File: config.mk
export PLATFORM = sky130hd
export DESIGN_NAME = calc_seq_core
export DESIGN_NICKNAME = d
export VERILOG_FILES = /design/src/rtl/calc_pkg.sv /design/src/rtl/calc_iter_unit.sv /design/src/rtl/calc_seq_core.sv
export SDC_FILE = /design/constraint.sdc
export NUM_CORES = 1
export LEC_CHECK = 0
export CELL_PAD_IN_SITES_DETAIL_PLACEMENT = 1
export CELL_PAD_IN_SITES_GLOBAL_PLACEMENT = 2
export CORE_ASPECT_RATIO = 1.1
export CORE_MARGIN = 4
export CORE_UTILIZATION = 36
export DETAILED_ROUTE_END_ITERATION = 10
export PLACE_DENSITY = 0.89
export SYNTH_ARGS = -nofsm -noshare
export SYNTH_HDL_FRONTEND = slang
export SYNTH_SLANG_ARGS = --single-unit
File: constraint.sdc
create_clock -name clk -period 2.55 [get_ports clk]
set_clock_uncertainty 0.15 [all_clocks]
set_input_delay 0.3825 -clock clk [delete_from_list [all_inputs] [get_ports clk]]
set_output_delay 0.3825 -clock clk [all_outputs]
set_load 0.05 [all_outputs]
File: src/rtl/calc_pkg.sv
// calc_pkg: op and FSM state encodings shared by the sequential calculator
package calc_pkg;
  typedef enum logic [1:0] {OP_ADD = 2'b00, OP_SUB = 2'b01, OP_MUL = 2'b10, OP_DIV = 2'b11} op_e;
  typedef enum logic [1:0] {ST_IDLE, ST_EXEC, ST_DONE} state_e;
endpackage

File: src/rtl/calc_iter_unit.sv
// calc_iter_unit: one-bit-per-step shift-add multiplier / restoring divider sharing one 2*WIDTH register
module calc_iter_unit #(
  parameter int WIDTH = 8
) (
  input  logic               clk,
  input  logic               rst_n,
  input  logic               start,
  input  logic               step,
  input  logic               mode,
  input  logic [WIDTH-1:0]   a,
  input  logic [WIDTH-1:0]   b,
  output logic [2*WIDTH-1:0] result
);
  logic [2*WIDTH-1:0] p_q, p_d;
  logic [WIDTH-1:0]   b_q, b_d, rem;
  logic               mode_q, mode_d, ge;
  logic [WIDTH:0]     sum, trial;
  // p_q holds {acc, multiplier} for mul and {remainder, dividend/quotient} for div
  always_comb begin
    sum    = {1'b0, p_q[2*WIDTH-1:WIDTH]} + (p_q[0] ? {1'b0, b_q} : '0);
    trial  = p_q[2*WIDTH-1:WIDTH-1];
    ge     = trial >= {1'b0, b_q};
    rem    = ge ? trial[WIDTH-1:0] - b_q : trial[WIDTH-1:0];
    p_d    = p_q;
    b_d    = b_q;
    mode_d = mode_q;
    if (start) begin
      p_d    = {{WIDTH{1'b0}}, a};
      b_d    = b;
      mode_d = mode;
    end else if (step) begin
      p_d = mode_q ? {rem, p_q[WIDTH-2:0], ge} : {sum, p_q[WIDTH-1:1]};
    end
  end
  always_ff @(posedge clk or negedge rst_n) begin
    if (!rst_n) begin
      p_q    <= '0;
      b_q    <= '0;
      mode_q <= 1'b0;
    end else begin
      p_q    <= p_d;
      b_q    <= b_d;
      mode_q <= mode_d;
    end
  end
  assign result = p_q;
endmodule

File: src/rtl/calc_seq_core.sv
// calc_seq_core: valid/ready arithmetic core; add/sub in one cycle, mul/div iterated one bit per cycle
module calc_seq_core
  import calc_pkg::*;
#(
  parameter int WIDTH = 8
) (
  input  logic               clk,
  input  logic               rst_n,
  input  logic               ena,
  input  logic               in_valid,
  output logic               in_ready,
  input  logic [1:0]         op,
  input  logic [WIDTH-1:0]   a,
  input  logic [WIDTH-1:0]   b,
  output logic               out_valid,
  input  logic               out_ready,
  output logic [2*WIDTH-1:0] result,
  output logic               div_by_zero,
  output logic               busy
);
  localparam int CW = $clog2(WIDTH + 1);
  state_e             state_q, state_d;
  op_e                op_q, op_d;
  logic               pend_q, pend_d, live_q, use_iter_q, use_iter_d, dbz_q, dbz_d;
  logic [CW-1:0]      cnt_q, cnt_d;
  logic [WIDTH-1:0]   a_q, a_d, b_q, b_d;
  logic [2*WIDTH-1:0] res_q, res_d, iter_res;
  logic               accept, iter_go, start;
  // live_q keeps in_ready low until the first edge after reset release
  assign in_ready = ena && live_q && state_q == ST_IDLE && !pend_q;
  assign accept   = in_valid && in_ready;
  assign iter_go  = op_q == OP_MUL || (op_q == OP_DIV && b_q != '0);
  always_comb begin
    state_d    = state_q;
    op_d       = op_q;
    pend_d     = pend_q;
    cnt_d      = cnt_q;
    a_d        = a_q;
    b_d        = b_q;
    res_d      = res_q;
    dbz_d      = dbz_q;
    use_iter_d = use_iter_q;
    start      = 1'b0;
    if (accept) begin
      pend_d = 1'b1;
      op_d   = op_e'(op);
      a_d    = a;
      b_d    = b;
      dbz_d  = 1'b0;
    end else if (ena && pend_q) begin
      pend_d     = 1'b0;
      start      = iter_go;
      use_iter_d = iter_go;
      state_d    = iter_go ? ST_EXEC : ST_DONE;
      cnt_d      = iter_go ? CW'(WIDTH) : '0;
      dbz_d      = !iter_go && op_q == OP_DIV;
      res_d      = op_q == OP_ADD ? {{WIDTH{1'b0}}, a_q} + {{WIDTH{1'b0}}, b_q} :
                   op_q == OP_SUB ? {{WIDTH{1'b0}}, a_q} - {{WIDTH{1'b0}}, b_q} :
                   iter_go        ? res_q : {a_q, {WIDTH{1'b1}}};
    end else if (ena && state_q == ST_EXEC) begin
      cnt_d   = cnt_q - CW'(1);
      state_d = cnt_q == CW'(1) ? ST_DONE : ST_EXEC;
    end else if (ena && state_q == ST_DONE && out_ready) begin
      state_d = ST_IDLE;
    end
  end
  always_ff @(posedge clk or negedge rst_n) begin
    if (!rst_n) begin
      state_q    <= ST_IDLE;
      op_q       <= OP_ADD;
      pend_q     <= 1'b0;
      live_q     <= 1'b0;
      cnt_q      <= '0;
      a_q        <= '0;
      b_q        <= '0;
      res_q      <= '0;
      dbz_q      <= 1'b0;
      use_iter_q <= 1'b0;
    end else begin
      state_q    <= state_d;
      op_q       <= op_d;
      pend_q     <= pend_d;
      live_q     <= 1'b1;
      cnt_q      <= cnt_d;
      a_q        <= a_d;
      b_q        <= b_d;
      res_q      <= res_d;
      dbz_q      <= dbz_d;
      use_iter_q <= use_iter_d;
    end
  end
  calc_iter_unit #(.WIDTH(WIDTH)) u_iter (
    .clk    (clk),
    .rst_n  (rst_n),
    .start  (start),
    .step   (ena && state_q == ST_EXEC),
    .mode   (op_q[0]),
    .a      (a_q),
    .b      (b_q),
    .result (iter_res)
  );
  assign result      = use_iter_q ? iter_res : res_q;
  assign div_by_zero = dbz_q;
  assign out_valid   = state_q == ST_DONE;
  assign busy        = state_q == ST_EXEC;
endmodule

==> results by group <==
Global routing
  – Vias in the first global route: 4595
  – Initial antenna violation count: 0
  – Tot GR Track Use: 20.8%
  – First-pass GRT wire length: 25.0 mm
  – Total gr overflow: 0
  – Largest net degree at the start of global routing: 52

Yosys
  – Ys Warns: 0
  – Post-synthesis cell area: 4750 um^2
  – Post-Synthesis Cells: 525
  – Post-synthesis async set-or-reset flop share: 100%
  – Avg Cell Area, Syn: 9.04 um^2
  – Synth Flop Type: dfrtp_1
  – Post-synth EDFFs: 0
  – Post-Syn Nets: 586
  – FF+latch count, synth: 69
  – Post-synthesis sequential area ratio: 36.4%
  – Yosys cell types: 61

Detailed routing
  – Routed wire length per instance: 20.3 um
  – Number of DRC markers in iteration 0: 170
  – Vias per cell: 5.63
  – DRC Markers: 0
  – WL final: 15.2 mm
  – Post-detailed-route count of antenna-violating nets: 0
  – Via Count: 4214
  – Pre-Repair DR Iteration Count: 4

Critical path
  – Worst Path Arrival: 2.52 ns
  – Crit-path max cell delay: 0.38 ns
  – WP data required: 2.61 ns
  – Critical path endpoint category: flop
  – Critical Setup Path Class: flop to flop
  – Slowest-stage cell, CP: dfrtp_1
  – CP max FO: 10
  – Startpoint Class: flop
  – Critical-path cell list: buf_4, and2_1, ha_1, o21ai_0, a21oi_2, o31ai_2, a21oi_1, a311oi_1, o22ai_1

Final layout
  – Post-layout net count: 647
  – Area Overhead vs Synth: 22.5%
  – Flip-flop and latch area: 1730 um^2
  – Antenna fix cells: 0
  – Filler cell count: 1467
  – Share of layout cells above drive strength 1: 20.6%
  – Multi-input gate area: 2800 um^2
  – Commonest non-fill, non-tap cells in the layout: dfrtp_1 (69), nor2_1 (47), buf_4 (47)
  – Most common cell after layout, fill and taps aside: dfrtp_1

Run status
  – Status: finished clean

Clock tree
  – Clk root buf: clkbuf_16
  – H-tree levels: 3
  – CTS tree: yes
  – Clk slew on worst S/H paths: 0.06 ns
  – Clock Sinks: 69
  – CTS buffer count: 9
  – Clock tree buffer depth: 2
  – Skew-Pair Late Insertion Delay: 0.34 ns

Floorplan
  – Die area: 15100 um^2
  – Die Height: 128 um
  – # IOs: 43
  – Initial Utilization: 37.2%
  – Cell Rows: 43
  – Core area: 12800 um^2
  – Die width: 118 um

Timing
  – Hold Vio Cnt, Final: 0
  – Max Slew Vio Count: 0
  – Final min period: 2.46 ns
  – Peak Freq: 407 MHz
  – Post-route setup TNS: 0 ns
  – Final setup viols: 0
  – Fin crit share: 96.3%
  – Worst-margin pin slew: 0.599 ns
  – Worst rel slew slack: 60.0%

Run
  – Max-Cap Viols: 0

Min path
  – Worst Hold Class: flop to flop

Placement
  – Dpl hpwl: 11.4 mm
  – I/O Buffers: 42
  – GPL Wtd Cong: 0.904
==> kinds of logic after synthesis <==
logic type | Yosys count | share of synthesized area, %
XOR/XNOR | 14 | 2.58
buffers and inverters | 59 | 5.27
AO/OA/AOI/OAI | 154 | 20.1
multiplexers | 43 | 9.99
other | 1 | 0.0790
flip-flops | 69 | 36.4
AND/OR/NAND/NOR | 147 | 15.0
adder cells (fa/ha/maj) | 38 | 10.6
==> area by class of cell <==
class | count | share of cell area (%)
well taps | 157 | 3.38
repair buffers | 77 | 11.8
clock inverters | 7 | 1.14
clock buffers | 9 | 3.87
inverters | 32 | 2.06
multi-input cells | 397 | 48.0
flip-flops and latches | 69 | 29.7
==> cells in the mapped netlist (3+ instances only) <==
cell type  instances  area [um^2]
a211o_1            3         26.3
a211oi_1           3         22.5
a21o_1             3         22.5
a21oi_1           46          230
a31oi_1           12         75.1
and2_1             9         56.3
and3_1             8         50.1
buf_1              3         11.3
buf_2             11         55.1
clkbuf_1          11         41.3
dfrtp_1           69         1730
fa_1               4         80.1
ha_1              34          425
inv_1             31          116
mux2_2            35          394
mux2i_1            8         80.1
nand2_1           36          135
nand3_1           11         55.1
nand3b_1           4         30.0
nor2_1            47          176
nor2b_1            8         50.1
nor3_1             8         40.0
nor3b_1            3         22.5
o211ai_1           4         30.0
o21a_1             4         30.0
o21ai_0           33          165
o21ai_1           15         75.1
o21bai_1           4         30.0
o31ai_1            4         30.0
xnor2_1            8         70.1
xor2_1             6         52.6
==> per-stage QoR <==
stage / std cells / setup slack (ns) / util (%) / hold WS, ns / cell area, um^2
after floorplan: 525 / 0.218 / - / -0.0631 / 4750
after global placement: 731 / 0.0938 / 43.1 / 0.209 / 5490
after detailed placement: 731 / 0.0984 / 43.1 / 0.218 / 5490
after CTS: 748 / 0.0643 / 45.4 / 0.365 / 5790
after global routing: 748 / -0.0591 / 45.6 / 0.420 / 5820
final: 748 / 0.0936 / 45.6 / 0.376 / 5820
==> registers in the layout, indices dropped and copies added (netlist names) <==
register,cells
live_q,1
res_q,16
use_iter_q,1
u_iter.result,16
u_iter.mode_q,1
op_q,2
pend_q,1
b_q,8
u_iter.b_q,8
a_q,8
cnt_q,4
state_q,2
div_by_zero,1
==> worst paths after layout <==
kind | start | endpoint | slack (ns) | cells past startpoint
worst max-delay path | u_iter.result[0] | u_iter.result[15] | 0.09 | 9
worst min register to register | res_q[12] | res_q[12] | 0.38 | 2
worst min-delay path | res_q[12] | res_q[12] | 0.38 | 2
worst max register to register | u_iter.result[0] | u_iter.result[15] | 0.09 | 9
min in group asynchronous | rst_n | a_q[6] | 0.40 | 2
max in group asynchronous | rst_n | res_q[13] | 1.20 | 3
==> metal layers <==
| metal | GRT usage [%] | wire length, um | share of wire, % | vias to the layer above |
|---|---|---|---|---|
| met1 | 24.5 | 6340 | 42 | 2112 |
| met3 | 3.47 | 517 | 3.4 | 29 |
| li1 | - | - | - | 1984 |
| met2 | 37.8 | 7780 | 51 | 89 |
| met5 | 0 | 0 | 0 | - |
| met4 | 9.17 | 546 | 3.6 | 0 |
==> worst max-delay path, delay by kind of cell (launching register included) <==
kind	cells	cell delay (ns)
buf+inv	1	0.18
fa+ha+maj	1	0.32
compound gates	6	1.14
flops	1	0.38
simple gates	1	0.15
==> timing repair <==
item,CTS,global route
hold endpoints to repair,18,0
hold buffers,1,0
endpoints found under the setup margin,0,6
setup buffers,0,0
resized for setup,0,6
Power is left out: the tool's default activity adds up to more than one toggle a clock period on the data nets, which glitch-free logic cannot reach.
==> RTL change (config.mk and constraints unchanged) <==
`WIDTH` is set to 8 in 2 places; all go to 16.
--- a/src/rtl/calc_iter_unit.sv
+++ b/src/rtl/calc_iter_unit.sv
@@ -1,6 +1,6 @@
 // calc_iter_unit: one-bit-per-step shift-add multiplier / restoring divider sharing one 2*WIDTH register
 module calc_iter_unit #(
-  parameter int WIDTH = 8
+  parameter int WIDTH = 16
 ) (
   input  logic               clk,
   input  logic               rst_n,
--- a/src/rtl/calc_seq_core.sv
+++ b/src/rtl/calc_seq_core.sv
@@ -2,7 +2,7 @@
 module calc_seq_core
   import calc_pkg::*;
 #(
-  parameter int WIDTH = 8
+  parameter int WIDTH = 16
 ) (
   input  logic               clk,
   input  logic               rst_n,
Ports: changed (resized a, b and result); port bits go from 43 to 75. The function was not compared with the original's and may differ.
==> RTL change against the original RTL <==
- area after synthesis grew 89%
- synthesized cell count up 95%
- the run now ends with setup timing left
- global-route usage rose by 5.5 points
- largest cell class unchanged
- design area grew 140%
- sequential cell count is 57 higher
- count of clock-buffer cells in the layout increased by 14
- routed wire length increased to 3.0 times the old value
- setup slack worse by 560 ps
Power is not shown: default switching activity piles up to over one toggle a cycle in this logic, so the estimate is an artifact.
==> RTL change: results (changes against the original RTL) <==
metric,value,unit,change
First DRT Iteration DRCs,791,,was 170
largest net degree at the start of global routing,56,,was 52
Syn Nets,1133,,was 586
H-tree levels,4,,was 3
Pre-antenna DRT Iters,5,,was 4
top sig layer,met4,,unchanged
Unique masters post-synth,64,,was 61
I/O Buffers,74,,was 42
synth top area cells,"dfrtp_1, ha_1, mux2_2, o21ai_0, nor2_1",,"was dfrtp_1, ha_1, mux2_2, a21oi_1, nor2_1"
worst flop-to-flop path endpoint,res_q[27]$_DFFE_PN0P_,,was u_iter.result[15]$_DFFE_PN0P_
M1 GR Usage,0.301,,was 0.245
dpl hpwl,24300,um,was 11400 um
met3 usage,0.0352,,was 0.0347
met2 wire length,22900,um,was 7780 um
Worst Path Max Fanout,8,,was 10
GRT Overall Usage,0.263,,was 0.208
wl on met1,16500,um,was 6340 um
Worst EP arrival,3170,ps,was 2520 ps
first-pass GRT wire length,58000,um,was 25000 um
Setup WS post-layout,-471,ps,was 93.6 ps
TritonCTS Buffers,17,,was 9
Final GP Congestion,0.871,,was 0.904
final setup vio count,70,,was 0
worst-skew pair later-pin latency,430,ps,was 340 ps
met2 GRT Util,0.477,,was 0.378
vias in the first global route,10300,,was 4595
DR vias/cell,6.13,,was 5.63
reg2reg path depth,12,,was 9
hold crit path type,in2async,,was reg2reg
sequential area share after synthesis,0.350,,was 0.364
worst slew pin tran,615,ps,was 599 ps
warnings from Yosys,0,,unchanged
failing checks,setup timing,,
CP startpoint,b_q[0]$_DFFE_PN0P_,,was u_iter.result[0]$_DFFE_PN0P_
fillers,2601,,was 1467
placed instance area,11800,um^2,was 5490 um^2
fraction of layout cells with a size suffix above 1,0.425,,was 0.206
Met3 Routed Length,2480,um,was 517 um
average wire per standard cell,28.0,um,was 20.3 um
status,"finished, violations left",,was completed
layout net count,1405,,was 647
Post-synth top cells,"dfrtp_1, nor2_1, nand2_1",,"was dfrtp_1, nor2_1, a21oi_1"
==> RTL change: area by class of cell <==
| class | instances | share of cell area |
|---|---|---|
| clock buffer | 23 | 0.0336 |
| multi-input combinational | 789 | 0.471 |
| inverter | 59 | 0.0159 |
| sequential | 126 | 0.227 |
| clock inverter | 7 | 0.00467 |
| tap | 310 | 0.0279 |
| timing repair buffer | 303 | 0.220 |
==> RTL change: what timing repair did <==
| action | 4_1_cts | 5_1_grt |
|---|---|---|
| cloned | 3 | 8 |
| setup buffers | 19 | 23 |
| gates resized for setup | 117 | 180 |
| setup endpoints to repair | 83 | 81 |
| hold buffers | 1 | 0 |
| pin swaps | 45 | 76 |
| endpoints found under the hold margin | 52 | 0 |
==> RTL change: critical path, stage by stage (launching register included) <==
cell and delay (ps):
dfrtp_1 440, ha_4 200, fa_2 370, nor2b_4 170, o2111ai_4 150, a21oi_2 220
buf_4 170, o2111ai_4 140, a31oi_4 280, a21oi_4 100, a31oi_4 200, buf_8 200
a21oi_2 100
==> RTL change: through the flow <==
stage | setup TNS (ps) | util | worst slack, ps | std cells | hold WS [ps]
2_1_floorplan | -332 | - | -68.7 | 1024 | -63.1
3_3_place_gp | -10550 | 0.479 | -357 | 1544 | 244
6_report | -14630 | 0.567 | -471 | 1617 | 348
3_5_place_dp | -15140 | 0.479 | -436 | 1544 | 252
4_1_cts | -5660 | 0.531 | -289 | 1596 | 382
5_1_grt | -17960 | 0.567 | -544 | 1617 | 392
==> RTL change: logic make-up after synthesis <==
logic type | synth area share
adders and majority gates | 0.101
buffers and inverters | 0.0490
AOI/OAI and AO/OA | 0.197
other | 0.000417
and+or+nand+nor | 0.161
xor gates and xnor gates | 0.0331
muxes | 0.109
DFF | 0.350
